--- src/rtl/echo_pkg.sv ---
// Shared echo message definitions for the request decoder and indication encoder.
// Provides message width, tags, field offsets, the message struct and the rule count.
package echo_pkg;

  localparam int ECHO_MSG_W = 96;

  localparam logic [31:0] TAG_SAY   = 32'd1;
  localparam logic [31:0] TAG_HEARD = 32'd1;

  localparam int TAG_LSB  = 0;
  localparam int METH_LSB = 32;
  localparam int V_LSB    = 64;
  localparam int FIELD_W  = 32;

  // Send rule only; no extra scheduled rules in this block.
  localparam int RULE_COUNT = 0;

  // Packed MSB-first: v lands in [95:64], meth in [63:32], tag in [31:0].
  typedef struct packed {
    logic [FIELD_W-1:0] v;
    logic [FIELD_W-1:0] meth;
    logic [FIELD_W-1:0] tag;
  } echo_msg_t;

  function automatic echo_msg_t encode_msg(
    input logic [FIELD_W-1:0] tag,
    input logic [FIELD_W-1:0] meth,
    input logic [FIELD_W-1:0] v
  );
    echo_msg_t m;
    m.tag  = tag;
    m.meth = meth;
    m.v    = v;
    return m;
  endfunction

endpackage

--- src/rtl/l_class_oc_echoindicationoutput_fifo.sv ---
// Generic DEPTH x W synchronous FIFO with full/empty flags and sync reset.
// Ports: clk, rst, wr_en/wr_data, rd_en, rd_data (head entry), full, empty.
module l_class_OC_EchoIndicationOutput_fifo #(
  parameter int DEPTH = 2,
  parameter int W     = 96
) (
  input  logic         clk,
  input  logic         rst,
  input  logic         wr_en,
  input  logic [W-1:0] wr_data,
  input  logic         rd_en,
  output logic [W-1:0] rd_data,
  output logic         full,
  output logic         empty
);

  localparam int AW = $clog2(DEPTH);
  localparam int CW = $clog2(DEPTH + 1);

  logic [W-1:0]  mem [DEPTH];
  logic [AW-1:0] head;
  logic [AW-1:0] tail;
  logic [CW-1:0] count;
  logic          do_wr;
  logic          do_rd;

  assign full  = (count == CW'(DEPTH));
  assign empty = (count == '0);
  assign do_wr = wr_en & ~full;
  assign do_rd = rd_en & ~empty;

  // Head always comes from storage, so a write never bypasses to rd_data.
  assign rd_data = mem[head];

  always_ff @(posedge clk) begin
    if (rst) begin
      head  <= '0;
      tail  <= '0;
      count <= '0;
      for (int i = 0; i < DEPTH; i++) begin
        mem[i] <= '0;
      end
    end else begin
      if (do_wr) begin
        mem[tail] <= wr_data;
        tail      <= tail + AW'(1);
      end
      if (do_rd) begin
        head <= head + AW'(1);
      end
      unique case ({do_wr, do_rd})
        2'b10:   count <= count + CW'(1);
        2'b01:   count <= count - CW'(1);
        default: count <= count;
      endcase
    end
  end

endmodule

--- src/rtl/l_class_oc_echoindicationoutput.sv ---
// Encodes indication.heard(meth, v) calls into 96-bit pipe messages via a FIFO.
// Ports: CLK/RST, heard call (ENA/meth/v/RDY), pipe_enq (ENA/v/RDY), rule vectors, msg_count.
module l_class_oc_echoindicationoutput
  import echo_pkg::*;
#(
  parameter int          DEPTH     = 2,
  parameter logic [31:0] TAG_HEARD = echo_pkg::TAG_HEARD
) (
  input  logic                  CLK,
  input  logic                  RST,
  input  logic                  indication_heard__ENA,
  input  logic [31:0]           indication_heard_meth,
  input  logic [31:0]           indication_heard_v,
  output logic                  indication_heard__RDY,
  output logic                  pipe_enq__ENA,
  output logic [ECHO_MSG_W-1:0] pipe_enq_v,
  input  logic                  pipe_enq__RDY,
  input  logic [RULE_COUNT:0]   rule_enable,
  output logic [RULE_COUNT:0]   rule_ready,
  output logic [31:0]           msg_count
);

  echo_msg_t enc;
  logic      full;
  logic      empty;
  logic      accept;
  logic      send_guard;
  logic      send;

  assign enc = encode_msg(TAG_HEARD,
                          indication_heard_meth,
                          indication_heard_v);

  assign indication_heard__RDY = ~full;
  assign accept = indication_heard__ENA & indication_heard__RDY;

  assign send_guard    = ~empty & pipe_enq__RDY;
  assign send          = rule_enable[0] & send_guard;
  assign pipe_enq__ENA = send;

  always_comb begin
    rule_ready    = '0;
    rule_ready[0] = send_guard;
  end

  l_class_OC_EchoIndicationOutput_fifo #(
    .DEPTH (DEPTH),
    .W     (ECHO_MSG_W)
  ) u_fifo (
    .clk     (CLK),
    .rst     (RST),
    .wr_en   (accept),
    .wr_data (enc),
    .rd_en   (send),
    .rd_data (pipe_enq_v),
    .full    (full),
    .empty   (empty)
  );

  always_ff @(posedge CLK) begin
    if (RST) begin
      msg_count <= '0;
    end else if (send) begin
      msg_count <= msg_count + 32'd1;
    end
  end

endmodule

--- config.mk ---
export PLATFORM = sky130hd
export DESIGN_NAME = l_class_oc_echoindicationoutput
export DESIGN_NICKNAME = d
export VERILOG_FILES = /design/src/rtl/echo_pkg.sv /design/src/rtl/l_class_oc_echoindicationoutput_fifo.sv /design/src/rtl/l_class_oc_echoindicationoutput.sv
export SDC_FILE = /design/constraint.sdc
export NUM_CORES = 1
export LEC_CHECK = 0
export ABC_AREA = 1
export CAP_MARGIN = 20
export CORE_MARGIN = 2
export CORE_UTILIZATION = 53
export CTS_CLUSTER_SIZE = 25
export DETAILED_ROUTE_END_ITERATION = 7
export PLACE_DENSITY_LB_ADDON = 0.1
export SLEW_MARGIN = 20
export SYNTH_ARGS = -nofsm -noshare
export SYNTH_HDL_FRONTEND = slang
export SYNTH_SLANG_ARGS = --single-unit
export TNS_END_PERCENT = 100
--- constraint.sdc ---
create_clock -name CLK -period 6.6 [get_ports CLK]
set_input_delay 1.32 -clock CLK [delete_from_list [all_inputs] [get_ports CLK]]
set_output_delay 1.32 -clock CLK [all_outputs]
set_load 0.05 [all_outputs]
### After elaboration in Yosys (flattened, before gate mapping)

Memory sizes are Yosys's and may differ from the RTL's. A register that Yosys moved wholly into a read port is not among the register bits.
Index checks and enable logic that the tools add are counted.

* flip-flop bits (word level): 36
* memory bits (writable): 130
* bits of input ports: 69
* output and inout port bits: 131
* word-level logic and storage cells: 34
* memories: 1

Memories
* u_fifo.mem: depth 2, bits a word 65, read ports 1, clocked after Yosys merged registers in 1, write ports 2, line l_class_oc_echoindicationoutput_fifo.sv:20 `logic [W-1:0] mem [DEPTH];`

* $add $sub $neg: 5
* equal/unequal tests: 3
* muxes and demuxes: 11
* bitwise operators: 7
* reductions and logical operators: 3

Operator list (number)
* $mux W65: 1
* $reduce_or A65 Y1: 1
* $add A32 B1 Y32 const B: 1
* $mux W1: 9
* $and A1 B1 Y1: 5
* $eq A2 B2 Y1 const B: 2
* $pmux W2 S2: 1
* $add A1 B1 Y1 const B: 2
* $add A2 B1 Y2 const B: 1
* $eq A2 B1 Y1 const B: 1
* $logic_not A2 Y1: 1
* $not A1 Y1: 2
* $reduce_bool A2 Y1: 1
* $sub A2 B1 Y2 const B: 1

### Depth between registers and ports, before layout

Gate-level depths: netlist (run 1).

* depth in word-level cells: 9
* depth in mapped cells: 10
* mapped depth without buffers: 9

### Cells and area by module

From an unflattened synthesis (run 1), not the netlist that was laid out.

* cell total of the unflattened synthesis: 934
* area total of the unflattened synthesis: 10236.1 um^2

By module, submodules not included
* l_class_OC_EchoIndicationOutput_fifo: times used 1, cells an instance 648, area each 8466.9 um^2, sequential area each 5865.6 um^2
* l_class_oc_echoindicationoutput: times used 1, cells an instance 286, area each 1769.2 um^2, sequential area each 640.6 um^2

### Worst setup path after synthesis (run 1)

OpenSTA, ideal clock, no wires.

* path type: input to register
* start: input port RST
* end: memory u_fifo.mem[1][10] (netlist bit) (enable)
* setup time: 0.690 ns
* arrival time: 3.227 ns
* required time: 5.910 ns
* setup slack: 2.683 ns
* stages: 6
* path buffers: 3
* path through: buf_2 -> clkinv_1 -> nand4_1 -> buf_2 -> buf_2 -> nand2_1

RTL lines
* start, declared: line l_class_oc_echoindicationoutput.sv:10 `input logic RST,`
* end, declared: line l_class_oc_echoindicationoutput_fifo.sv:20

### Final worst setup path (run 1)

* start: input port pipe_enq__RDY
* end: output port pipe_enq__ENA

* cells in the longest elaborated chain, start to end: 2

RTL lines
* start, declared: line l_class_oc_echoindicationoutput.sv:17 `input logic pipe_enq__RDY,`
* $and A1 B1 Y1: line l_class_oc_echoindicationoutput.sv:37 `assign send_guard = ~empty & pipe_enq__RDY;`
* $and A1 B1 Y1: line l_class_oc_echoindicationoutput.sv:38 `assign send = rule_enable[0] & send_guard;`
* end, declared: line l_class_oc_echoindicationoutput.sv:15 `output logic pipe_enq__ENA,`

No other way between the ends.

==> key figures, run 1 <==
Timing
  – Final setup fails: 0
  – Maximum clock rate: 217 MHz
  – Actual slew at the worst max-slew pin: 0.955 ns
  – Rel. slew slack: 36.4%
  – Clk_skew: 0.00679 ns
  – Final hold violation count: 0
  – Period minus WS final: 4.60 ns
  – Unrepaired setup endpoints after global routing: false
  – Period utilisation layout: 69.7%
  – Total negative setup slack: 0 ns
  – Slew Viols, Final: 0

Logic synthesis
  – Async SR Flop Fraction: 0%
  – Synth top area share: 49.9%
  – EDFF count, synth: 128
  – Syn Inst Count: 758
  – Syn_area_per_cell: 10.2 um2
  – Flops & latches, synth: 167
  – Mapped cell area: 7700 um2
  – Yosys top cell by area: edfxtp_1
  – Synth warn: 0
  – Top FF cell, synth: edfxtp_1
  – Synth area leaders: edfxtp_1 50%, dfxtp_1 10%, mux2_2 9.4%
  – Count of cell types in the netlist: 31
  – Sequential fraction of the synthesis area: 60.1%

Die
  – Core area: 14400 um2
  – Die Wd: 125 um
  – Ports: 200
  – Die Y: 125 um
  – Initial Utilization: 53.6%
  – Die ar.: 15500 um2
  – FP Rows: 44

Worst setup path
  – R2R Path Start: u_fifo.count[0]
  – Worst-path fanout max: 12
  – Crit path to: pipe_enq__ENA
  – CP Launch Type: primary input
  – Arrival time worst endpoint: 3.28 ns
  – R2r setup slk: 4.58 ns
  – CP startpoint: pipe_enq__RDY
  – R2R cell count: 6
  – CP required: 5.28 ns
  – CP endpoint kind: output pin
  – R2R Path End: u_fifo.mem[0][61]
  – Setup CP Type: primary input to output pin

Drt
  – Drt first pass iters: 7
  – Final wirelength: 16100 um
  – Initial DRC Count: 506
  – Vias: 5496
  – Via-to-Cell Ratio: 4.93
  – Post-route ant nets: 0
  – DRC: 0
  – Avg WL per Cell: 14.4 um

Clock network
  – Worst-path clk slew: 0.06 ns
  – TritonCTS buffer count: 17
  – # hold bufs at CTS: 0
  – CTS root buffer: clkbuf_16
  – CTS tree: yes
  – Bufs on Longest Clock Path: 2
  – Skew-Pair Late Insertion Delay: 0.42 ns
  – Htree depth: 4
  – Clk sinks: 167
  – Post-cts resize count: 0
  – Postcts setup bufs: 0

Min path
  – Hold_sp: u_fifo.mem[1][0]
  – Tightest Hold Check Type: flop to flop

Finish
  – Layout cells sized above 1: 11.6%
  – Commonest non-fill, non-tap cell in the layout: nor2_1
  – # diodes: 0
  – Finished Cell Area: 9950 um2
  – Most frequent cells in the layout: 189 x nor2_1, 168 x clkdlybuf4s50_1, 128 x edfxtp_1
  – Final nets: 991
  – Non-filler instance count after layout: 1115
  – Area Growth Syn to Fin: 29.2%
  – Final core occ: 69.2%
  – Fill count: 1095

Run status
  – Status: completed

Global route
  – Overflow after GRT: 0
  – Vias in the first global route: 5449
  – Largest net degree at the start of global routing: 67
  – First-pass GRT wire length: 26100 um
  – Initial antenna violation count: 0
  – GR Util All Layers: 21.3%

Power and ir drop
  – Leak: 0.00409 uW
  – Total power: 2740 uW
  – VDD IR-drop max: 0.000155 V
  – Power density over the cells: 275 nW/um2

Placed design
  – Placed Cells incl. Taps: 1085
  – GP Congestion: 0.924
  – Cell area after placement: 9380 um2
  – Number of buffers inserted by port buffering: 168
  – Hpwl dp: 10200 um

Flow run
  – # Max-Cap Violations: 0
[area by class of cell]
type / instances / area (um2) / area share [%]
timing repair buffer: 170 / 1700 / 17.1
multi-input combinational: 452 / 2410 / 24.2
inverter: 112 / 420 / 4.23
tap: 184 / 230 / 2.31
sequential: 167 / 4630 / 46.5
clock inverter: 12 / 136 / 1.37
clock buffer: 18 / 429 / 4.31
[registers in the layout, indices dropped and copies added (netlist names), named ones only]
name,count
msg_count,32
u_fifo.count,2
u_fifo.head,1
u_fifo.mem,130
u_fifo.tail,1
[layer usage]
metal	track usage (%)	share of wire, %
met1	27.0	43
met2	34.9	49
met3	5.58	6.1
met4	8.66	2.0
met5	0	0
[report_power, final]
group | leakage, uW | switching, uW | internal [uW]
Combinational | 0.00217 | 351 | 183
Sequential | 0.00166 | 31.8 | 1210
Clock | 0.000270 | 380 | 583
[worst max-delay path, stage by stage]
cell,delay (ns)
clkdlybuf4s50_1,0.45
inv_1,0.06
nor2_4,0.16
nand2_2,0.22
inv_2,0.22
clkdlybuf4s50_1,0.83
[worst min path at each step]
stage	endpoint	slack, ns	depth (start not counted)
2_1_floorplan	u_fifo.mem[1][0]	0.43	2
3_3_place_gp	u_fifo.mem[1][0]	0.44	2
3_5_place_dp	u_fifo.mem[1][0]	0.45	2
4_1_cts	u_fifo.mem[1][0]	0.46	2
5_1_grt	msg_count[5]	0.50	2
6_report	u_fifo.mem[1][0]	0.46	2
[metrics by stage]
stage	hold slack, ns	setup slack (ns)
after floorplan	0.427	2.68
after global routing	0.496	1.88
after CTS	0.460	1.99
after global placement	0.442	2.05
after detailed placement	0.451	1.95
final	0.456	2.00
[cell families (layout without fill, tap and decap cells)]
| family | Yosys count | count (layout) | synth area share [%] |
|---|---|---|---|
| other | 1 | 31 | 0.0487 |
| multiplexers | 64 | 64 | 9.36 |
| adder cells (fa/ha/maj) | 2 | 2 | 0.325 |
| flip-flops | 167 | 167 | 60.1 |
| buffers and inverters | 169 | 312 | 10.3 |
| XOR/XNOR | 6 | 6 | 0.683 |
| AO/OA/AOI/OAI | 29 | 29 | 2.02 |
| AND/OR/NAND/NOR | 320 | 320 | 17.1 |
[synth_stat cells, types with 11 or more instances]
master	count
o21ai_0	12
edfxtp_1	128
nor2_1	189
nand3_1	16
nand2_1	84
mux2_2	64
nand4_1	11
dfxtp_1	39
inv_1	110
buf_2	12
buf_4	31
a21oi_1	12
Power figures use the tool's default switching activity.
==> run 2, diff against run 1 <==
Settings changed: CORE_UTILIZATION 53 to 49.
Clock period 6.6 ns to 4.3 ns, I/O delays scaled along.
==> run 2 against run 1 <==
Die area up 7.9%. Flip-flop and latch count unchanged. Design area rose by 1.2%. Worst hold slack got worse by 0.0033 ns. Wire length up 3.6%. Combinational power up 60%. Critical path depth did not move. Setup slack worse by 1.4 ns. Largest cell class unchanged. Cell count up 3.1%. Clock power grew 52%.
==> key figures, run 2 (synthesis results as in run 1) <==
Run status
  – Status: completed

Timing
  – Final setup fails: 0 (unchanged)
  – Final hold violation count: 0 (unchanged)
  – Rel. slew slack: 62.0% (+26 points)
  – Maximum clock rate: 270 MHz
  – Total negative setup slack: 0 ns (unchanged)
  – Slew Viols, Final: 0 (unchanged)
  – Actual slew at the worst max-slew pin: 0.571 ns (-0.384 ns)
  – Unrepaired setup endpoints after global routing: false
  – Period utilisation layout: 86.2%
  – Period minus WS final: 3.71 ns
  – Clk_skew: 0.00553 ns (-0.00126 ns)

Drt
  – Vias: 5552 (+1.0%)
  – Post-route ant nets: 0 (unchanged)
  – Via-to-Cell Ratio: 4.83 (-2.1%)
  – Avg WL per Cell: 14.5 um (+0.47%)
  – Drt first pass iters: 4 (-3)
  – DRC: 0 (unchanged)
  – Initial DRC Count: 222 (-56%)
  – Final wirelength: 16600 um (+3.6%)

Worst setup path
  – CP endpoint kind: output pin
  – CP Buf/Inv Count: 4 (unchanged)
  – CP Cell Sequence: clkdlybuf4s50_1 -> inv_1 -> nor2_4 -> nand2_2 -> inv_2 -> clkdlybuf4s50_1
  – R2r setup slk: 2.28 ns (-2.30 ns)
  – Setup CP Type: primary input to output pin
  – CP top delay family: buffers and inverters
  – Slowest CP cell: clkdlybuf4s50_1
  – CP required: 3.44 ns (-1.84 ns)
  – Arrival time worst endpoint: 2.85 ns (-0.43 ns)
  – Most used cell, CP: clkdlybuf4s50_1
  – Worst-path fanout max: 12 (unchanged)
  – CP Launch Type: primary input
  – Max stage delay on crit path: 0.83 ns (about the same)

Global route
  – Vias in the first global route: 5499 (+0.92%)
  – First-pass GRT wire length: 25800 um (-1.1%)
  – Largest net degree at the start of global routing: 67 (unchanged)
  – Initial antenna violation count: 0 (unchanged)
  – GR Util All Layers: 20.0% (-1.3 points)
  – Overflow after GRT: 0 (unchanged)

Die
  – Initial Utilization: 50.4% (-3.1 points)
  – Die Wd: 129 um (+3.9%)
  – Die Y: 129 um (+3.9%)
  – Die ar.: 16700 um2 (+7.9%)
  – FP Rows: 45 (+2.3%)
  – Ports: 200 (unchanged)
  – Core area: 15300 um2 (+6.2%)

Clock network
  – Bufs on Longest Clock Path: 2 (unchanged)
  – # hold bufs at CTS: 0 (unchanged)
  – Worst-path clk slew: 0.06 ns (about the same)
  – Post-cts resize count: 0 (unchanged)
  – Skew-Pair Late Insertion Delay: 0.42 ns (about the same)
  – Clk sinks: 167 (unchanged)
  – TritonCTS buffer count: 17 (unchanged)
  – CTS root buffer: clkbuf_16
  – Htree depth: 4 (unchanged)
  – Postcts setup bufs: 0 (unchanged)
  – CTS tree: yes

Power and ir drop
  – Leak: 0.00413 uW (+1.0%)
  – Power density over the cells: 417 nW/um2 (+51%)
  – VDD IR-drop max: 0.000278 V (+80%)

Finish
  – Non-filler instance count after layout: 1150 (+3.1%)
  – Most frequent cells in the layout: 189 x nor2_1, 168 x clkdlybuf4s50_1, 128 x edfxtp_1
  – Most flops, register: u_fifo.mem
  – Registers with the most flip-flops: u_fifo.mem x130, msg_count x32, u_fifo.count x2
  – Final nets: 997 (+0.61%)
  – # diodes: 0 (unchanged)
  – Max reg flops: 130 (unchanged)
  – Commonest non-fill, non-tap cell in the layout: nor2_1
  – Layout cells sized above 1: 12.4% (+0.75 points)
  – Area Growth Syn to Fin: 30.7%

Placed design
  – Hpwl dp: 11000 um (+7.0%)
  – GP Congestion: 0.858 (-7.1%)
  – Number of buffers inserted by port buffering: 168 (unchanged)
  – Placed Cells incl. Taps: 1118 (+3.0%)

Flow run
  – # Max-Cap Violations: 0 (unchanged)

Min path
  – Tightest Hold Check Type: flop to flop
[run 2: worst min-delay path, cell delays in order (launching register included)]
cell and delay, ns:
dfxtp_1 0.31, nand2_1 0.06, nand2_1 0.04
[run 2: metal layers]
metal	track usage (%)	share of wire, %	wire, um	vias up
met2	33.9	49	8090	182
met5	0	0	0	-
met3	3.80	5.8	960	24
met1	25.4	44	7280	2632
met4	8.25	1.9	308	0
li1	-	-	-	2714
[run 2: area by class of cell]
| class | instances | area, um2 |
|---|---|---|
| Fill cell | 1263 | 5190 |
| Sequential cell | 167 | 4630 |
| Multi-Input combinational cell | 452 | 2400 |
| Timing Repair Buffer | 176 | 1790 |
| Clock buffer | 19 | 433 |
| Inverter | 112 | 420 |
| Tap cell | 211 | 264 |
| Clock inverter | 13 | 131 |
[run 2: report_power, final]
part / switching, uW / internal [uW]
Clock: 605 / 851
Combinational: 563 / 293
Sequential: 28.7 / 1850
Total: 1200 / 3000
[run 2: path summary, 6_finish.rpt]
path	startpoint	endpoint	cells after the start
setup / recovery	pipe_enq__RDY	pipe_enq__ENA	6
hold / removal	u_fifo.mem[1][0]	u_fifo.mem[1][0]	2
setup reg to reg	u_fifo.count[0]	u_fifo.mem[0][63]	7
hold reg to reg	u_fifo.mem[1][0]	u_fifo.mem[1][0]	2
[run 2: per-stage QoR]
step / worst slack [ns] / power (uW) / instance area [um2] / hold WS, ns / utilization (%)
after floorplan: 0.843 / 2520 / 7810 / 0.427 / -
after global placement: 0.649 / 2760 / 9500 / 0.438 / 62.3
after detailed placement: 0.598 / 2780 / 9500 / 0.446 / 62.3
after CTS: 0.591 / 4230 / 10100 / 0.457 / 66.0
after global routing: 0.522 / 4330 / 10100 / 0.481 / 66.0
final: 0.595 / 4190 / 10100 / 0.452 / 66.0
==> RTL change, RTL diff (settings of run 2) <==
Set the package constant `RULE_COUNT` to 1 (it was 0).
--- a/src/rtl/echo_pkg.sv
+++ b/src/rtl/echo_pkg.sv
@@ -14,5 +14,5 @@
 
   // Send rule only; no extra scheduled rules in this block.
-  localparam int RULE_COUNT = 0;
+  localparam int RULE_COUNT = 1;
 
   // Packed MSB-first: v lands in [95:64], meth in [63:32], tag in [31:0].
Ports: changed (resized rule_enable and rule_ready); port bits go from 200 to 202. The function was not compared with the original's and may differ.
==> RTL change against run 2 <==
Sequential cell count stayed put. Power shrank 0.20%. Global-route usage up 0.15 points. Critical endpoint unchanged. Highest routed layer unchanged. Synthesized area grew 0.20%. Core utilization fell by 0.68 points. Critical path type unchanged. Final area down 0.66%. Largest power group unchanged. Wire length is 1.4% higher. Setup slack better by 0.012 ns. Largest cell class unchanged. Via count is essentially flat.
==> RTL change: results (changes against run 2) <==
- Peak supply drop: 0.000305 V (was 0.000278 V)
- Dpl cells: 1115 (was 1118)
- Fraction of area in non-clock buffers: 17.1% (was 17.8%)
- Seq Cell Count: 167 (unchanged)
- DP Area: 9440 um2 (was 9500 um2)
- Comb_multi_in: 453 (was 452)
- Leakage: 4.11 nW (was 4.13 nW)
- Internal Dissipation: 2.98 mW (was 3.00 mW)
- GRT Util Overall: 20.2% (was 20.0%)
- Syn Area/Cell: 10.1 um2 (was 10.2 um2)
- Register area share after synthesis: 60.0% (was 60.1%)
- Final HPWL DP: 10.7 mm (was 11.0 mm)
- Vias in the first global route: 5428 (was 5499)
- Synth Area in XOR/XNOR: 0.681% (was 0.683%)
- Final net count: 995 (was 997)
- Total wire length: 16.9 mm (was 16.6 mm)
- Adder-Cell Fraction of Synth Area: 0.324% (was 0.325%)
- Vias per cell: 4.84 (was 4.83)
- Most area-consuming cells after synthesis: edfxtp_1 50%, dfxtp_1 10%, mux2_2 9.3%, nor2_1 9.2%, inv_1 5.4% (was edfxtp_1 50%, dfxtp_1 10%, mux2_2 9.4%, nor2_1 9.2%, inv_1 5.4%)
- Clock buffers: 18 (was 19)
- Max-slew headroom: 37.2% (was 62.0%)
- Initial DRC Count: 323 (was 222)
- First-pass GRT wire length: 26.3 mm (was 25.8 mm)
- Clock buffers and inverters, area share: 5.62% (was 5.61%)
- Clock skew: 0.00713 ns (was 0.00553 ns)
- Power, Total: 4.18 mW (was 4.19 mW)
- Layout cells sized above 1: 12.1% (was 12.4%)
- Storage cell area: 4630 um2 (about the same)
- Core Region: 15300 um2 (about the same)
- Routed length per instance: 14.7 um (was 14.5 um)
- Gpl congestion: 0.899 (was 0.858)
- Status: complete, no violations (unchanged)
- Pre-antenna DRT Iters: 5 (was 4)
- Multi-input logic area: 2410 um2 (was 2400 um2)
- # fillers: 1267 (was 1263)
- Synth Area in Compound Gates: 2.01% (was 2.02%)
- Bufs w/o clock: 172 (was 176)
- DP Worst Slack: 0.599 ns (was 0.598 ns)
## RTL change: changes by cell type after synthesis, sizes merged
cell         run 2  this run
buf             47        49
## RTL change: routing by layer
metal	global-route usage, %	vias to the layer above	part of all wire (%)
met4	6.01	0	1.4
met1	26.0	2659	43
met3	4.71	22	6.1
met5	0	-	0
met2	34.3	169	50
li1	-	2700	-
## RTL change: final timing paths
path / startpoint / end / slack, ns / cells past startpoint
worst max-delay path: pipe_enq__RDY / pipe_enq__ENA / 0.61 / 6
worst min-delay path: u_fifo.mem[1][0] / u_fifo.mem[1][0] / 0.45 / 2
worst max register to register: u_fifo.count[0] / u_fifo.mem[0][48] / 2.32 / 6
worst min register to register: u_fifo.mem[1][0] / u_fifo.mem[1][0] / 0.45 / 2
## RTL change: cells by family (layout without fill, tap and decap cells)
group	count (synthesis)	count (layout)
adders and majority gates	2	2
and+or+nand+nor	320	320
buffers and inverters	171	316
other	1	32
muxes	64	64
DFF	167	167
xor gates and xnor gates	6	6
AOI/OAI and AO/OA	29	29
